**config.mk**
```make
export PLATFORM = sky130hd
export DESIGN_NAME = fei4_record_decoder
export DESIGN_NICKNAME = d
export VERILOG_FILES = /design/src/rtl/fei4_record_decoder.sv
export SDC_FILE = /design/constraint.sdc
export NUM_CORES = 1
export LEC_CHECK = 0
export CORE_UTILIZATION = 45
export DETAILED_ROUTE_END_ITERATION = 10
export PLACE_DENSITY_LB_ADDON = 0.1
export SETUP_SLACK_MARGIN = 0.4
export SLEW_MARGIN = 20
export SYNTH_ARGS = -nofsm -noshare
export SYNTH_HDL_FRONTEND = slang
export SYNTH_SLANG_ARGS = --single-unit
```
**constraint.sdc**
```tcl
create_clock -name BUS_CLK -period 4.2 [get_ports BUS_CLK]
set_clock_uncertainty 0.2 [all_clocks]
set_input_delay 1.05 -clock BUS_CLK [delete_from_list [all_inputs] [get_ports BUS_CLK]]
set_output_delay 1.05 -clock BUS_CLK [all_outputs]
set_load 0.005 [all_outputs]
```
**src/rtl/fei4_record_decoder.sv**
```systemverilog
// ============================================================================
// fei4_record_decoder
//
// Purpose:
//   Sits behind the FE-I4 receiver FIFO (first-word-fall-through). Pops one
//   24-bit decoded record per cycle whenever the output register can take it,
//   classifies the record by its header byte, tracks trigger/event boundaries
//   from data headers, and forwards every record unchanged as a 32-bit word
//   tagged with the channel ID. Keeps saturating error/status counters.
//
// Parameters:
//   CHANNEL_ID      7-bit channel tag placed in OUT_DATA[30:24]
//   DH_PER_TRIGGER  data headers per trigger (1..256), defines event boundary
//
// Ports:
//   BUS_CLK         in   1   single clock, rising edge
//   RESET           in   1   synchronous active-high reset
//   FIFO_DATA       in   24  record at FIFO head, valid while !FIFO_EMPTY
//   FIFO_EMPTY      in   1   receiver FIFO empty
//   FIFO_READ       out  1   pop strobe (combinational)
//   OUT_DATA        out  32  {1'b0, CHANNEL_ID, record}
//   OUT_VALID       out  1   OUT_DATA valid
//   OUT_READY       in   1   consumer accepts when OUT_VALID & OUT_READY
//   EVENT_CNT       out  16  completed triggers (wraps)
//   ORPHAN_ERR_CNT  out  8   data records seen outside an event (saturating)
//   BCID_ERR_CNT    out  8   BCID discontinuities inside a trigger (saturating)
//   SR_CNT          out  8   service records seen (saturating)
//   IN_EVENT        out  1   high while inside a trigger
//
// Configuration:
//   FEI4_BCID_CHECK_EN  when defined, consecutive data headers of one trigger
//                       must carry incrementing BCIDs (mod 256); each break
//                       bumps BCID_ERR_CNT. When undefined the check and its
//                       BCID history register are absent and BCID_ERR_CNT
//                       reads 8'h00.
// ============================================================================
module fei4_record_decoder #(
    parameter int CHANNEL_ID     = 0,
    parameter int DH_PER_TRIGGER = 16
) (
    input  logic        BUS_CLK,
    input  logic        RESET,
    input  logic [23:0] FIFO_DATA,
    input  logic        FIFO_EMPTY,
    output logic        FIFO_READ,
    output logic [31:0] OUT_DATA,
    output logic        OUT_VALID,
    input  logic        OUT_READY,
    output logic [15:0] EVENT_CNT,
    output logic [7:0]  ORPHAN_ERR_CNT,
    output logic [7:0]  BCID_ERR_CNT,
    output logic [7:0]  SR_CNT,
    output logic        IN_EVENT
);

    typedef enum logic {
        WAIT_DH = 1'b0,
        IN_EVT  = 1'b1
    } state_t;

    localparam logic [6:0] CH_TAG   = 7'(CHANNEL_ID);
    // Index of the last data header of a trigger; 0 means a single header
    // closes the event on its own.
    localparam logic [7:0] LAST_IDX = 8'(DH_PER_TRIGGER - 1);

    state_t     state_q, state_d;
    logic [7:0] dh_idx_q, dh_idx_d;
    logic       pop;
    logic       is_dh, is_sr, is_dr;
    logic       evt_done;
    logic       orphan_hit;
    logic       in_event;

    // Pop only when the output register is free or being drained this cycle,
    // so a word is never overwritten before it has been accepted.
    assign pop       = !RESET && !FIFO_EMPTY && (!OUT_VALID || OUT_READY);
    assign FIFO_READ = pop;

    assign is_dh = (FIFO_DATA[23:16] == 8'hE9);
    assign is_sr = (FIFO_DATA[23:16] == 8'hEF);
    assign is_dr = !(is_dh || is_sr ||
                     (FIFO_DATA[23:16] == 8'hEA) ||
                     (FIFO_DATA[23:16] == 8'hEC));

    // Output register: loads on pop, otherwise clears once accepted.
    always_ff @(posedge BUS_CLK) begin
        if (RESET) begin
            OUT_DATA  <= 32'h0;
            OUT_VALID <= 1'b0;
        end else if (pop) begin
            OUT_DATA  <= {1'b0, CH_TAG, FIFO_DATA};
            OUT_VALID <= 1'b1;
        end else if (OUT_READY) begin
            OUT_VALID <= 1'b0;
        end
    end

    // FSM state register together with the header index it steps.
    always_ff @(posedge BUS_CLK) begin
        if (RESET) begin
            state_q  <= WAIT_DH;
            dh_idx_q <= 8'd0;
        end else begin
            state_q  <= state_d;
            dh_idx_q <= dh_idx_d;
        end
    end

    // Next-state logic: the FSM only moves on a pop, and only data headers
    // move it; a trigger closes on its DH_PER_TRIGGER-th header.
    always_comb begin
        state_d    = state_q;
        dh_idx_d   = dh_idx_q;
        evt_done   = 1'b0;
        orphan_hit = 1'b0;
        if (pop) begin
            case (state_q)
                WAIT_DH: begin
                    if (is_dh) begin
                        if (LAST_IDX == 8'd0) begin
                            evt_done = 1'b1;
                            dh_idx_d = 8'd0;
                        end else begin
                            state_d  = IN_EVT;
                            dh_idx_d = 8'd1;
                        end
                    end else if (is_dr) begin
                        orphan_hit = 1'b1;
                    end
                end
                IN_EVT: begin
                    if (is_dh) begin
                        if (dh_idx_q == LAST_IDX) begin
                            evt_done = 1'b1;
                            dh_idx_d = 8'd0;
                            state_d  = WAIT_DH;
                        end else begin
                            dh_idx_d = dh_idx_q + 8'd1;
                        end
                    end
                end
                default: state_d = WAIT_DH;
            endcase
        end
    end

    // Output decode: event flag comes straight from the state register.
    always_comb begin
        in_event = (state_q == IN_EVT);
    end

    assign IN_EVENT = in_event;

    // Status counters: one record per pop, so at most one increment each.
    always_ff @(posedge BUS_CLK) begin
        if (RESET) begin
            EVENT_CNT      <= 16'h0;
            ORPHAN_ERR_CNT <= 8'h0;
            SR_CNT         <= 8'h0;
        end else begin
            if (evt_done)
                EVENT_CNT <= EVENT_CNT + 16'd1;
            if (orphan_hit && ORPHAN_ERR_CNT != 8'hFF)
                ORPHAN_ERR_CNT <= ORPHAN_ERR_CNT + 8'd1;
            if (pop && is_sr && SR_CNT != 8'hFF)
                SR_CNT <= SR_CNT + 8'd1;
        end
    end

`ifdef FEI4_BCID_CHECK_EN
    logic [7:0] last_bcid;
    logic       bcid_bad;

    // Only headers after the first one in a trigger are checked; the first
    // header just seeds the expected sequence.
    assign bcid_bad = pop && is_dh && (state_q == IN_EVT) &&
                      (FIFO_DATA[7:0] != last_bcid + 8'd1);

    always_ff @(posedge BUS_CLK) begin
        if (RESET) begin
            last_bcid    <= 8'h0;
            BCID_ERR_CNT <= 8'h0;
        end else begin
            if (pop && is_dh)
                last_bcid <= FIFO_DATA[7:0];
            if (bcid_bad && BCID_ERR_CNT != 8'hFF)
                BCID_ERR_CNT <= BCID_ERR_CNT + 8'd1;
        end
    end
`else
    assign BCID_ERR_CNT = 8'h00;
`endif

endmodule
```
==> reports/summary.md <==
The flow ran to the end, but the final reports show violations. The checks that failed: DRC. Number of global-route vias before repair: 2621. Setup repair after global routing left no endpoint under its margin. By count the netlist is led by sky130_fd_sc_hd__dfxtp_1 (66), sky130_fd_sc_hd__nand2_1 (56), sky130_fd_sc_hd__nand3_1 (43).

The synthesized netlist cell count was 361; the top-area cell type share of the netlist area was 0.4371. For the number of failing hold endpoints at the final stage, the log shows 0. The number of antenna violations at the first check in global routing is 0.

The library cell occupying the most area in the post-synthesis netlist was sky130_fd_sc_hd__dfxtp_1. The average vias per placed instance is 5.226, and the number of buffers and inverters on the critical path is 3. The cell family with the largest share of critical-path delay is buffers and inverters.

The launch point of the worst hold path was OUT_DATA[12]$_SDFFE_PP0P_. After synthesis, the netlist uses 45 different library cells. For the final routed database, the setup TNS stands at 0 ns. The number of port buffers was 86; the remaining antenna violation count after routing was 0. The worst setup path is launched from a primary input. The total grt overflow came out at 0.

The class of the most critical hold timing path is reg -> reg. After detailed placement, the total cell area comes to 3871 um^2. The iteration-0 DRC count of the detailed router came out at 143. The register bit count reported by yosys was 66. The number of warnings printed during yosys synthesis was 0; the arrival time at the worst endpoint was 2.43 ns. The slew at the pin with the worst max-slew slack works out to 0.6353 ns. The data required time of the worst path was 2.95 ns. The main combinational cell family by area after synthesis was simple AND/OR/NAND/NOR gates. The adder-cell area share of the yosys netlist was 0.01656; the worst ir drop on vdd was 0.2102 mV. In this run the critical register-to-register path is launched from dh_idx_q[0]$_SDFFE_PP0P_. The average detailed-routed wire length per instance came out at 13.57 um.

The final critical delay including setup and external delays came out at 3.677 ns. Cell with the biggest individual delay on the critical path: sky130_fd_sc_hd__clkdlybuf4s50_1. The largest fanout of any net on the critical path was 4; the post-synthesis share of cell area spent on and, or, nand and nor gates was 0.3249. In this run the clock root is driven by a sky130_fd_sc_hd__clkbuf_8. Measured along the y axis, the die boundary spans 83.96 um. For the starting density of the core, the log shows 0.4707. The library cell with the highest instance count after synthesis was sky130_fd_sc_hd__dfxtp_1.

The number of synthesized flops with an enable pin was 0; the leakage power of the design was 1.570 nW. The post-synthesis async set-or-reset flop share works out to 0. The setup path with the least slack is of type in -> out. The net count of the finished layout is 477. The die boundary width was 83.96 um. The post-synthesis area per instance was 8.374 um^2; the largest net degree at the start of global routing was 37. After detailed routing, the number of remaining DRC violations is 9.

The post-CTS repair timing setup buffer count came out at 0. In the synthesized netlist the dominant register cell turns out to be sky130_fd_sc_hd__dfxtp_1. For this run, the slowest stage of the critical path takes 0.53 ns. Derived from the worst setup path, the maximum achievable clock frequency is 272.0 MHz. TritonCTS built the clock tree. For the total global routing track utilization, the log shows 0.2107. Routed wire length: 7151 um.

The post-synthesis mux area share works out to 0.02401. The setup slack of the most critical reg-to-reg path is 1.78 ns, and the total setup violations reported at the end of the flow is 0. Yosys attributes the largest share of cell area to sky130_fd_sc_hd__dfxtp_1 (44%), sky130_fd_sc_hd__nand3_1 (7.1%), sky130_fd_sc_hd__nand2_1 (7.0%). The number of antenna repair diodes is 0. The run gives 0 as the number of pins exceeding their max-slew limit in the final report. For the global placer's final weighted congestion, the log shows 0.8157.

The floorplan has 29 rows. The share of synthesized area occupied by flip-flops and latches was 0.4371. The cell type with the highest occurrence count on the critical path is sky130_fd_sc_hd__clkdlybuf4s50_1. For the placeable core region, the log shows 6422 um^2. The detailed router placed 2754 vias in this run. The xor and xnor fraction of the mapped netlist area came out at 0.06954. The H-tree generated during clock tree synthesis spans 3 levels. The compound-gate portion of the synthesized area was 0.05339. The critical path starts at RESET. Number of primary I/O pins: 103.

The worst setup path is captured at an output pin. The area growth from synthesis to final layout came out at 36.38%. Sum of net half-perimeters after detailed placement: 4939 um. The tool flagged a number of max-cap violations equal to 0. Walking the worst path, the cells encountered are clkdlybuf4s50_1 > nor2_1 > nand2_1 > inv_1 > clkdlybuf4s50_1.

The worst slew margin relative to its limit is 0.5726, and the post-CTS clock slew at the launch and capture registers of the worst setup and hold paths is 0.07 ns. The die covers 7049 um^2. The TritonCTS buffer count is 9. The share of final-layout standard cells stronger than drive strength 1 is 0.06667, and the power per standard cell area is 350.5 nW/um^2. The maximum clock insertion buffer count was 2. After clock tree synthesis, the repair step resized 0 gates.

The final clock period utilization by the worst path is 0.8754, and the post-route cell area is 4123 um^2. The logs give 0.34 ns for the later-pin clock latency in the skew report and 7 for the first-pass detailed-route iteration total. The mapped netlist covers 3023 um^2. The clock net in this run drives a total of 66 sinks.

The hold buffer count at cts is 0. The first global-routing pass estimated 11760 um of wire.
power by group:
group,internal [W],total [W],switching [W]
Clock,0.000425,0.000667,0.000242
Combinational,0.0000676,0.000123,0.0000552
Sequential,0.000645,0.000655,0.0000104
Total,0.00114,0.00144,0.000308
layout make-up:
| class | instances | area (um^2) |
|---|---|---|
| fillers | 563 | 2300 |
| multi-input cells | 270 | 1536 |
| flip-flops and latches | 66 | 1321 |
| repair buffers | 89 | 883.3 |
| clock buffers | 11 | 151.4 |
| clock inverters | 5 | 100.1 |
| well taps | 77 | 96.34 |
| inverters | 9 | 33.78 |
cell families after synthesis:
| kind of cell | Yosys count |
|---|---|
| compound gates | 25 |
| xor+xnor | 24 |
| simple gates | 194 |
| buf+inv | 40 |
| flops | 66 |
| mux | 7 |
| fa+ha+maj | 4 |
| other cells | 1 |
worst paths after layout:
| path | end | cells past startpoint |
|---|---|---|
| worst max-delay path | FIFO_READ | 5 |
| worst min-delay path | OUT_DATA[12]$_SDFFE_PP0P_ | 2 |
| worst max register to register | EVENT_CNT[15]$_SDFFE_PP0P_ | 6 |
| worst min register to register | OUT_DATA[12]$_SDFFE_PP0P_ | 2 |
layout by cell type, fill, tap and decap left out, drive strengths merged, types with 3 or more instances in the layout:
cell type / netlist / final
clkdlybuf4s50: 0 / 86
dfxtp: 66 / 66
nand2: 56 / 56
nand3: 43 / 43
nor2: 35 / 35
xnor2: 16 / 16
conb: 1 / 16
nand4: 15 / 15
nor4: 14 / 14
clkbuf: 7 / 11
a21oi: 9 / 9
inv: 9 / 9
xor2: 8 / 8
o21ai: 5 / 5
nor3: 5 / 5
and3: 5 / 5
mux2i: 5 / 5
or3: 4 / 4
ha: 4 / 4
and4: 3 / 3
or4: 3 / 3
o31ai: 3 / 3
bufinv: 0 / 3
buf: 24 / 3
worst register-to-register path, cell delays in order (launching register included):
cell,delay [ns]
sky130_fd_sc_hd__dfxtp_1,0.40
sky130_fd_sc_hd__ha_1,0.24
sky130_fd_sc_hd__nand4b_1,0.24
sky130_fd_sc_hd__or3_1,0.54
sky130_fd_sc_hd__nor4_1,0.40
sky130_fd_sc_hd__a21oi_1,0.11
sky130_fd_sc_hd__o21a_1,0.19
sequential cells by signal, summed over array words and instances (netlist names):
name,count
IN_EVENT,1
OUT_VALID,1
EVENT_CNT,16
SR_CNT,8
ORPHAN_ERR_CNT,8
dh_idx_q,8
OUT_DATA,24
layer usage:
metal	routed length (um)	up-vias	global-route usage
li1	-	1395	-
met5	0	-	0
met1	3166	1271	0.2398
met4	136	0	0.08307
met2	3373	73	0.3525
met3	474	15	0.08408
per-stage QoR:
| stage | hold WS [ns] | power, W | std cells | worst slack, ns | util |
|---|---|---|---|---|---|
| 2_1_floorplan | 0.2503 | 0.0007255 | 376 | 0.9872 | - |
| 3_5_place_dp | 0.2453 | 0.0007917 | 511 | 0.5213 | 0.6028 |
| 3_3_place_gp | 0.2401 | 0.0007909 | 511 | 0.5282 | 0.6028 |
| 4_1_cts | 0.2569 | 0.001461 | 527 | 0.5126 | 0.6419 |
| 6_report | 0.2542 | 0.001445 | 527 | 0.5234 | 0.6419 |
| 5_1_grt | 0.2799 | 0.001500 | 527 | 0.4303 | 0.6419 |
(Power assumes the default switching activity.)
